$ cat config.mk
export PLATFORM = sky130hd
export DESIGN_NAME = alu_exec_stage
export DESIGN_NICKNAME = d
export VERILOG_FILES = /design/src/rtl/alu_pkg.sv /design/src/rtl/alu_core.sv /design/src/rtl/alu_exec_stage.sv
export SDC_FILE = /design/constraint.sdc
export NUM_CORES = 1
export LEC_CHECK = 0
export CAP_MARGIN = 5
export CORE_MARGIN = 4
export CORE_UTILIZATION = 62
export DETAILED_ROUTE_END_ITERATION = 10
export GPL_ROUTABILITY_DRIVEN = 0
export GPL_TIMING_DRIVEN = 0
export PLACE_DENSITY = 0.88
export SYNTH_ARGS = -nofsm -noshare
export SYNTH_HDL_FRONTEND = slang
export SYNTH_HIERARCHICAL = 1
export SYNTH_SLANG_ARGS = --single-unit
$ cat constraint.sdc
create_clock -name clk -period 5.2 [get_ports clk]
set_input_delay 0.78 -clock clk [delete_from_list [all_inputs] [get_ports clk]]
set_output_delay 0.78 -clock clk [all_outputs]
set_load 0.005 [all_outputs]
$ cat src/rtl/alu_pkg.sv
// Shared ALU definitions: operation codes, execute-stage state encoding and
// a small op-classification helper used by the decoder and the execute stage.
package alu_pkg;

   localparam logic [2:0] ALU_ADD = 3'b000;
   localparam logic [2:0] ALU_SUB = 3'b001;
   localparam logic [2:0] ALU_AND = 3'b010;
   localparam logic [2:0] ALU_OR  = 3'b011;
   localparam logic [2:0] ALU_XOR = 3'b100;
   localparam logic [2:0] ALU_SLT = 3'b101;
   localparam logic [2:0] ALU_SLL = 3'b110;
   localparam logic [2:0] ALU_SRL = 3'b111;

   typedef enum logic [1:0] {
      IDLE  = 2'd0,
      SHIFT = 2'd1,
      DONE  = 2'd2
   } state_t;

   // Both shift codes share the 11x prefix; bit 0 selects the direction.
   function automatic logic is_shift(input logic [2:0] op);
      return op[2] & op[1];
   endfunction

endpackage

$ cat src/rtl/alu_core.sv
// Combinational add/sub/and/or/xor/slt datapath with adder carry-out and
// signed overflow. Shift codes produce zero here; the execute stage owns shifts.
module alu_core
   import alu_pkg::*;
#(
   parameter int WIDTH = 32
) (
   input  logic [2:0]       alu_control,
   input  logic [WIDTH-1:0] a,
   input  logic [WIDTH-1:0] b,
   output logic [WIDTH-1:0] result,
   output logic             carry,
   output logic             overflow
);

   logic             sub_op;
   logic [WIDTH-1:0] b_eff;
   logic [WIDTH:0]   sum;
   logic             sum_ovf;
   logic             less;

   assign sub_op  = (alu_control == ALU_SUB) || (alu_control == ALU_SLT);
   assign b_eff   = sub_op ? ~b : b;
   assign sum     = {1'b0, a} + {1'b0, b_eff} + {{WIDTH{1'b0}}, sub_op};
   // Overflow when a and the effective (possibly inverted) b agree in sign but the sum does not.
   assign sum_ovf = (a[WIDTH-1] == b_eff[WIDTH-1]) && (sum[WIDTH-1] != a[WIDTH-1]);
   assign less    = sum[WIDTH-1] ^ sum_ovf;

   always_comb begin
      result   = '0;
      carry    = 1'b0;
      overflow = 1'b0;
      case (alu_control)
         ALU_ADD, ALU_SUB: begin
            result   = sum[WIDTH-1:0];
            carry    = sum[WIDTH];
            overflow = sum_ovf;
         end
         ALU_AND: result = a & b;
         ALU_OR:  result = a | b;
         ALU_XOR: result = a ^ b;
         ALU_SLT: result = {{(WIDTH-1){1'b0}}, less};
         default: result = '0;
      endcase
   end

endmodule

$ cat src/rtl/alu_exec_stage.sv
// Handshaked execute stage: single-cycle ALU ops via alu_core, iterative
// one-bit-per-cycle logical shifts, registered result and flags.
//
// state | meaning
// IDLE  | ready for a new op, no result pending
// SHIFT | shifting one position per cycle, count holds remaining steps
// DONE  | result and flags valid, held until consumed
module alu_exec_stage
   import alu_pkg::*;
#(
   parameter int WIDTH = 32
) (
   input  logic             clk,
   input  logic             reset,
   input  logic             in_valid,
   output logic             in_ready,
   input  logic [2:0]       alu_control,
   input  logic [WIDTH-1:0] src_a,
   input  logic [WIDTH-1:0] src_b,
   output logic             out_valid,
   input  logic             out_ready,
   output logic [WIDTH-1:0] result,
   output logic             zero,
   output logic             carry,
   output logic             overflow
);

   localparam int SHW = $clog2(WIDTH);

   state_t           state;
   logic [WIDTH-1:0] shreg;
   logic [WIDTH-1:0] shreg_next;
   logic [SHW-1:0]   count;
   logic [SHW-1:0]   shamt;
   logic             shift_right;
   logic             accept;
   logic [WIDTH-1:0] core_result;
   logic [WIDTH-1:0] imm_result;
   logic             core_carry;
   logic             core_overflow;

   alu_core #(.WIDTH(WIDTH)) u_core (
      .alu_control (alu_control),
      .a           (src_a),
      .b           (src_b),
      .result      (core_result),
      .carry       (core_carry),
      .overflow    (core_overflow)
   );

   assign in_ready   = (state == IDLE) || ((state == DONE) && out_ready);
   assign accept     = in_valid && in_ready;
   assign shamt      = src_b[SHW-1:0];
   assign shreg_next = shift_right ? (shreg >> 1) : (shreg << 1);
   // A zero-distance shift completes immediately with src_a unchanged.
   assign imm_result = is_shift(alu_control) ? src_a : core_result;

   always_ff @(posedge clk or posedge reset) begin
      if (reset) begin
         state       <= IDLE;
         out_valid   <= 1'b0;
         result      <= '0;
         zero        <= 1'b0;
         carry       <= 1'b0;
         overflow    <= 1'b0;
         shreg       <= '0;
         count       <= '0;
         shift_right <= 1'b0;
      end else begin
         case (state)
            IDLE, DONE: begin
               if (accept) begin
                  if (is_shift(alu_control) && (shamt != '0)) begin
                     state       <= SHIFT;
                     out_valid   <= 1'b0;
                     shreg       <= src_a;
                     count       <= shamt;
                     shift_right <= alu_control[0];
                  end else begin
                     state     <= DONE;
                     out_valid <= 1'b1;
                     result    <= imm_result;
                     zero      <= (imm_result == '0);
                     carry     <= core_carry;
                     overflow  <= core_overflow;
                  end
               end else if ((state == DONE) && out_ready) begin
                  state     <= IDLE;
                  out_valid <= 1'b0;
               end
            end
            SHIFT: begin
               shreg <= shreg_next;
               count <= count - SHW'(1);
               if (count == SHW'(1)) begin
                  state     <= DONE;
                  out_valid <= 1'b1;
                  result    <= shreg_next;
                  zero      <= (shreg_next == '0);
                  carry     <= 1'b0;
                  overflow  <= 1'b0;
               end
            end
            default: begin
               state     <= IDLE;
               out_valid <= 1'b0;
            end
         endcase
      end
   end

endmodule

After elaboration in Yosys (flattened, before gate mapping) --
Index checks and enable logic that the tools add are counted.
Operators by class: add/subtract/negate cells 3, equality and inequality tests 15, multiplexer cells 37, bitwise operators 6, reduce and logical (&&, ||, !) cells 18
Operators with widths (number):
- two-way mux 32 bit | 8
- one-hot mux 32 bit (5 select lines) | 1
- one-hot mux 32 bit (2 select lines) | 2
- zero test 32 bit | 2
- adder 32 x 32 -> 33 bit | 1
- adder 33 x 1 -> 33 bit | 1
- bitwise AND 32 bit | 1
- inverter 32 bit | 1
- OR 32 bit | 1
- bitwise XOR 32 bit | 1
- two-way mux 1 bit | 14
- two-way mux 5 bit | 2
- one-hot mux 5 bit (2 select lines) | 1
- two-way mux 2 bit | 4
- != test 2 bit, second input constant | 4
- one-hot mux 1 bit (2 select lines) | 4
- == test 3 x 2 -> 1 bit, second input constant | 2
- == test 3 bit, second input constant | 2
- AND reduction 3 bit | 2
- == test 5 x 1 -> 1 bit, second input constant | 1
- nonzero test 5 bit | 1
- subtractor 5 x 1 -> 5 bit, second input constant | 1
- logical AND 1 bit | 4
- one-hot mux 2 bit (2 select lines) | 1
- other kinds (15) | 17
Storage, ports and cells: register bits after elaboration 76, input bits 71, output and inout port bits 37, word-level logic and storage cells 88

Longest topological paths before layout --
Gate-level depths: netlist of run 1.
depth in word-level cells 14, depth in mapped cells 20, depth with buffers taken out 18

Cells and area by module --
Netlist of run 1, hierarchy kept.
By module, submodules not included:
- alu_exec_stage | times used 1, cells each 403, area an instance 4336.7 µm², sequential area each 1876.8 µm²
- alu_core | times used 1, cells each 553, area an instance 3942.5 µm², sequential area each 0.0 µm²

Worst setup path before layout of run 1 --
No wires, ideal clock.
path type input port to flip-flop, start input port alu_control[1], end register zero, library setup time 0.064 ns, arrival time 4.767 ns, data required time 5.136 ns, slack 0.369 ns, stages 19, path buffers 2, path through clkbuf_1 inv_1 nand2_1 buf_1 xnor2_1 ha_1 a21o_1 or3_1 o211a_1 o41a_1 a21oi_2 o21ai_2 o211a_1 a211o_1 nor4_1 nand3_1 o22a_1 o2bb2ai_1 mux2_2
Between the ends: elaborated cells between the ends (all ways) 25, classes of those cells add/sub (2); eq/ne (8); mux (6); bitwise (2); reduce/logical (7)
RTL lines:
- from (decl) | RTL line alu_exec_stage.sv:17 | input logic [2:0] alu_control,
- == test 3 x 1 -> 1 bit / == test 3 bit (equally long branches) | RTL line alu_core.sv:22, alu_core.sv:33
- logical OR 1 bit | RTL line alu_core.sv:22 | assign sub_op = (alu_control == ALU_SUB) || (alu_control == ALU_SLT);
- two-way mux 32 bit | RTL line alu_core.sv:23 | assign b_eff = sub_op ? ~b : b;
- adder 32 x 32 -> 33 bit | RTL line alu_core.sv:24 | assign sum = {1'b0, a} + {1'b0, b_eff} + {{WIDTH{1'b0}}, sub_op};
- adder 33 x 1 -> 33 bit | RTL line alu_core.sv:24
- one-hot mux 32 bit (5 select lines) (*) | RTL line alu_core.sv:33 | case (alu_control)
- named net core_result[26] | RTL line alu_exec_stage.sv:37 | logic [WIDTH-1:0] core_result;
- two-way mux 32 bit (*) | RTL line alu_exec_stage.sv:56 | assign imm_result = is_shift(alu_control) ? src_a : core_result;
- zero test 32 bit (*) | RTL line alu_exec_stage.sv:83 | zero <= (imm_result == '0);
- two-way mux 1 bit (*) | RTL line alu_exec_stage.sv:73 | if (is_shift(alu_control) && (shamt != '0)) begin
- two-way mux 1 bit (*) | RTL line alu_exec_stage.sv:72 | if (accept) begin
- one-hot mux 1 bit (2 select lines) (*) | RTL line alu_exec_stage.sv:70 | case (state)
- to (signal assigned) | RTL line alu_exec_stage.sv:83
- to (signal assigned) | RTL line alu_exec_stage.sv:99 | zero <= (shreg_next == '0);
- to (decl) | RTL line alu_exec_stage.sv:23 | output logic zero,
Mark *: on every way through the listed nets, which the timed path passes. The rest lies on a longest branch. The select of a mux whose other input is x is not followed. A chain may end at the register's enable or synchronous reset.

Worst setup path in the final report of run 1 --
start input port alu_control[0], end register zero
The elaborated chain is that of the path after synthesis.

==> results.md, run 1 <==
- Worst Path Buf+Inv: 3
- Post-synth EDFFs: 0
- CTS tree: yes
- Drt wl/cell: 21.4 um
- Gate Count Post-Synth: 956
- P_int: 2120 uW
- Final core occ: 78.1%
- CP Max Fanout: 10
- # nets final: 1254
- Post-synthesis cell type with the largest combined area: dfrtp_1
- Worst-Margin Slew: 0.826 ns
- Register bit total from synthesis: 75
- Clock share of power: 17.6%
- DRC: 0
- Most frequent cells in the layout: clkdlybuf4s50_1, ha_1, inv_1
- Tot Pwr: 3480 uW
- Seq. cell area: 1880 um2
- DPL Wire Length: 19900 um
- Final Skew: 0.00577 ns
- Critical path capture point type: register
- Avg Inst Size Synth: 8.66 um2
- MaxCap Viol Count: 0
- Pwr dens: 348 nW/um2
- Hold WC Path Type: reg -> reg
- Clock Tree Buf Depth: 2
- CP required: 5.48 ns
- Psw: 1360 uW
- Pin count of the biggest net entering global routing: 74
- CP Cell Sequence: clkdlybuf4s50_1, buf_6, nand2_4, buf_6, xnor2_1, ha_1, a21o_1, or3_1, o211a_1, o41a_1, a21oi_2, xnor2_1, nand2_1, o221ai_1, nor4_1, nand3_1, o22a_1, o2bb2ai_2, mux2_2
- IO buf count: 107
- CP peak stage delay: 0.55 ns
- Via density: 6.76
- Run status: complete, but fails checks
- First-pass GRT wire length: 40900 um
- Core ar.: 12800 um2
- Startpoint types: input port
- Drt first-iter violations: 1169
- I/O pin cnt: 108
- Setup slack after layout: -0.0147 ns
- Critical-path top delay cell: clkdlybuf4s50_1
- Distinct cells, synth: 74
- Syn_nets: 1128
- Register area share after synthesis: 22.7%
- Global Route Usage Sum: 34.7%
- TritonCTS Sinks: 75
- Leakage: 0.00445 uW
- Detailed Route WL: 26900 um
- Hold buffers post-CTS: 0
- H-tree Lvls: 3
- WHS: 0.493 ns
- YS warnings: 6
- Height of the die: 124 um
- Relative slew margins: 44.6%
- Period utilisation layout: 100%
- Worst-path clk slew: 0.06 ns
- Initial core utilization: 64.6%
- Filler cells: 903
- Area contributors post-synth: dfrtp_1, ha_1, mux2i_1
- Switching Fraction: 39.2%
- First-pass iteration count of the detailed router: 6
- Cts bufs inserted: 9
- Most common cell after layout, fill and taps aside: clkdlybuf4s50_1
- Combinational cell fraction of total power: 49.7%
- Die width: 124 um
- Min Tclk post-route: 5.21 ns
- Antenna violations before repair: 0
- Setup CP Type: in -> reg
- Seq pwr share: 32.7%
- Netlist Area Pre-Place: 8280 um2
- Fin. Hold Viols: 0
- Layout cells sized above 1: 8.75%
- Setup Viol. Count Final: 1
- Fmax achieved: 192 MHz
- Delay-heaviest family, CP: compound AO/OA/AOI/OAI gates
- Rows: 41
- Async S/R FF share, synth: 100%
- Worst-skew pair later-pin latency: 0.34 ns
- Multi-input gate area: 5870 um2
- Clk root buf: clkbuf_16
- WP data arrival: 5.50 ns
- Yosys top cell area share: 22.7%
- Slew Limit Fails: 0
- Area grow syn2layout: 21.0%
- DIE AREA: 15300 um2
- Dominant synthesized flop cell: dfrtp_1
- Failing checks: setup timing
- Via count: 8505
- Grt total ovfl: 0
- VDD IR max: 0.000332 V
- Antenna Nets Post-Route: 0
- Vias in the first global route: 7917
-- path summary, 6_finish.rpt --
path / end / slack [ns] / cells after the start / from
max: zero / -0.01 / 19 / alu_control[0]
min: result[2] / 0.49 / 1 / result[2]
max reg2reg: count[1] / 2.70 / 6 / out_valid
min reg2reg: result[2] / 0.49 / 1 / result[2]
max in group asynchronous: result[8] / 4.00 / 3 / reset
min in group asynchronous: overflow / 0.65 / 2 / reset
-- final cells by class --
| class | instances | share of cell area (%) |
|---|---|---|
| clock inverters | 5 | 0.550 |
| clock buffers | 10 | 2.29 |
| diodes | 1 | 0.0250 |
| multi-input cells | 740 | 58.6 |
| inverters | 86 | 3.29 |
| well taps | 172 | 2.15 |
| plain buffers | 54 | 2.82 |
| repair buffers | 116 | 11.5 |
| flip-flops and latches | 75 | 18.7 |
-- synth_stat cells (6+ instances only) --
master    instances
a21o_1            9
clkbuf_1         37
nand2b_1         10
o21a_1            6
nor2_1           64
a22oi_1          32
dfrtp_1          75
nor3_1           11
xnor2_1          47
o21ai_0          37
mux2i_1          65
nand2_1          49
nand4_1          11
o21bai_1         34
o211ai_1          6
o22ai_1           8
o221ai_1         11
nand3_1           9
a31oi_1           7
ha_1            100
mux2_2           30
nor4_1           22
and3_1            6
o22a_1           14
a21oi_1          50
a221o_1          32
inv_1            86
-- stage by stage --
stage / TNS (ns) / area [um2] / worst slack, ns / instances
CTS: 0 / 9910 / 0.00453 / 1251
global route: -0.0392 / 10000 / -0.0392 / 1258
detailed placement: -12.92 / 9600 / -1.38 / 1236
floorplan: 0 / 8280 / 0.369 / 956
global placement: -10.52 / 9570 / -1.31 / 1235
finish: -0.0147 / 10000 / -0.0147 / 1259
-- registers in the layout, indices dropped and copies added (netlist names) --
signal and flops:
state 1, carry 1, overflow 1, zero 1, shift_right 1, out_valid 1
shreg 32, result 32, count 5
-- per-layer routing --
layer	wire (um)	global-route usage [%]	share of wire (%)
met2	12000	54.1	45
met3	2930	7.78	11
met4	1480	16.7	5.5
met5	0	0	0
met1	10500	45.5	39
-- power by group through the flow --
stage / Sequential, uW / Combinational [uW] / Clock [uW]
6_report: 1140 / 1730 / 612
5_1_grt: 1160 / 1860 / 637
4_1_cts: 1120 / 1680 / 609
3_5_place_dp: 1110 / 1650 / 0
3_3_place_gp: 1100 / 1600 / 0
2_1_floorplan: 1050 / 1040 / 0
-- logic make-up after synthesis --
group / share of synthesized area (%)
xor+xnor: 5.50
fa+ha+maj: 15.4
simple gates: 12.5
flops: 22.7
compound gates: 24.5
buf+inv: 7.09
mux: 12.3
-- what timing repair did --
| item | in CTS | in global routing |
|---|---|---|
| cloned | 0 | 0 |
| setup buffers | 0 | 8 |
| pin swaps | 0 | 7 |
| endpoints found under the setup margin | 19 | 2 |
| resized for setup | 17 | 16 |
Note: power is estimated with default switching activity, not from simulation.
==> run 2, diff against run 1 <==
--- a/config.mk
+++ b/config.mk
@@ -8,6 +8,7 @@
 export CAP_MARGIN = 5
 export CORE_MARGIN = 4
 export CORE_UTILIZATION = 62
+export CTS_CLUSTER_DIAMETER = 80
 export DETAILED_ROUTE_END_ITERATION = 10
 export GPL_ROUTABILITY_DRIVEN = 0
 export GPL_TIMING_DRIVEN = 0
==> results of run 2 <==
Final layout, timing and power as in run 1 (identical DEF).
==> variant, RTL diff (settings of run 1) <==
`WIDTH` is set to 32 in 2 places; all go to 64.
--- a/src/rtl/alu_core.sv
+++ b/src/rtl/alu_core.sv
@@ -5,3 +5,3 @@
 #(
-   parameter int WIDTH = 32
+   parameter int WIDTH = 64
 ) (
--- a/src/rtl/alu_exec_stage.sv
+++ b/src/rtl/alu_exec_stage.sv
@@ -10,3 +10,3 @@
 #(
-   parameter int WIDTH = 32
+   parameter int WIDTH = 64
 ) (
Interface: changed (resized result, src_a and src_b); port bits go from 108 to 204. No check against the original RTL was run, so the function may have changed too.
==> variant against run 1 <==
- the run ends with design-rule violations, negative setup slack left
- synthesized area increased by 97%
- core utilization decreased by 0.57 points
- register-to-register slack got worse by 390 ps
- power increased by 110%
- global-route usage increased by 10 points
- sequential share of layout area decreased by 1.3 points
- routed wire length increased to 2.6 times the old value
- final cell count increased by 120%
- critical path depth increased by 3
- sequential cell count increased by 65
- synthesized cell count increased by 120%
- setup slack got worse by 170 ps
- final area increased by 100%
==> variant: results (changes against run 1) <==
WL final=69100 um (+160%); Yosys warnings=6 (unchanged); Pre-antenna DRT Iters=11 (+5); setup ws final=-185 ps (-170 ps); Layout Nets=2704 (+120%); Netlist cell types=73 (-1.4%); layout cells sized above 1=8.50% (-0.25 points); crit path max fanout=9 (-1); Primary FF master, synth=dfrtp_1; top sig layer=met5; filler instances=1762 (+95%); final setup TNS=-249 ps (-234 ps); DRC Markers=28 (+28); worst slew pin tran=1190 ps (+360 ps); synth top area cells=dfrtp_1, ha_1, nand2_1; P_leak=8.82 nW (+98%); H-tree depth=4 (+1); DP Wirelength=50400 um (+150%); skew final=14.7 ps (+8.95 ps); total track usage=44.7% (+10 points); initial DRC count=3445 (+190%); status=complete, but fails checks; failing checks=design-rule violations, negative setup slack; Place WS=-2180 ps (-801 ps); first-pass GRT wire length=101000 um (+150%); Final setup viols=2 (+1); worst skew pair latency=430 ps (+90 ps); Inserted Clock Buffers=17 (+8); Top Registers=result (64), shreg (64), count (6); initial antenna violation count=1 (+1); met3 wire length=12000 um (+310%); vias in the first global route=18200 (+130%); sequential share of the synthesized area=21.5% (-1.1 points); critical path's largest stage delay=510 ps (-40 ps); largest net degree at the start of global routing=94 (+27%); via count=19700 (+130%); syn_nets=2460 (+120%); root buf cell=clkbuf_16; ys async rst share=100% (unchanged); Bufs on Longest Clock Path=2 (unchanged); DR WL met2=27700 um (+130%); peak supply drop=0.000363 V (+9.4%); IO Port Bufs=203 (+90%); Worst EP arrival=5710 ps (+210 ps); top cells by count, synth=nand2_1, ha_1, inv_1, dfrtp_1, a21oi_1; met1 wire length=22400 um (+110%); ANT cells=0 (-1); clock slew at reported path FFs=60 ps (about the same); CP max stage cell=nor4_2
## variant: cell count changes in the layout (fill, tap and decap cells not counted), sizes merged, moves of 65 or more
cell           change
a211oi            +89
nand2            +302
nor2b             +65
a31oi             +71
a21oi             +82
clkdlybuf4s50     +90
inv               +70
clkbuf            +90
ha                +93
a21o              +85
dfrtp             +65
## variant: what timing repair did
item | 4_1_cts | 5_1_grt
endpoints found under the setup margin | 55 | 18
pin swaps | 11 | 35
buffers inserted | 6 | 27
cloned | 0 | 1
gates resized for setup | 53 | 65
## variant: layer usage
metal / up-vias / GRT usage, %
li1: 8140 / -
met1: 8848 / 53.6
met2: 2035 / 67.1
met3: 675 / 17.7
met4: 6 / 28.2
met5: - / 0
## variant: final cells by class
type / instances / area (um2) / area share, %
Buffer: 132 / 617 / 3.07
Inverter: 152 / 576 / 2.86
Tap cell: 335 / 419 / 2.09
Timing Repair Buffer: 238 / 2350 / 11.7
Sequential cell: 140 / 3500 / 17.4
Clock buffer: 19 / 443 / 2.20
Multi-Input combinational cell: 1694 / 12000 / 59.7
Clock inverter: 13 / 189 / 0.940
## variant: critical path: cells and delay by family
kind | cells | cell delay, ps
compound gates | 11 | 2660
simple gates | 3 | 870
buf+inv | 5 | 710
fa+ha+maj | 1 | 400
xor+xnor | 2 | 290
## variant: where the power goes
group | switching, W | total [W] | internal (W)
Clock | 0.000501 | 0.00132 | 0.000820
Combinational | 0.00217 | 0.00386 | 0.00169
Sequential | 0.000610 | 0.00222 | 0.00161
## variant: cells by family after synthesis
kind of cell / Yosys count / synth area share [%]
AOI/OAI and AO/OA: 663 / 29.2
xor gates and xnor gates: 124 / 6.67
and+or+nand+nor: 705 / 20.0
adders and majority gates: 194 / 15.0
muxes: 8 / 0.531
buffers and inverters: 297 / 7.15
DFF: 140 / 21.5
## variant: worst paths after layout
| path | start | end | slack (ps) | depth (start not counted) |
|---|---|---|---|---|
| min in group asynchronous | reset | result[12] | 760 | 2 |
| max in group asynchronous | reset | result[44] | 3620 | 3 |
| max | alu_control[1] | zero | -190 | 22 |
| min reg2reg | result[57] | result[57] | 470 | 1 |
| max reg2reg | out_valid | shreg[29] | 2310 | 6 |
| min | result[57] | result[57] | 470 | 1 |
## variant: per-stage QoR
step | cells | area [um2]
after floorplan | 2131 | 16300
after global placement | 2669 | 18700
after detailed placement | 2670 | 18800
after CTS | 2703 | 19600
after global routing | 2723 | 20100
final | 2723 | 20100
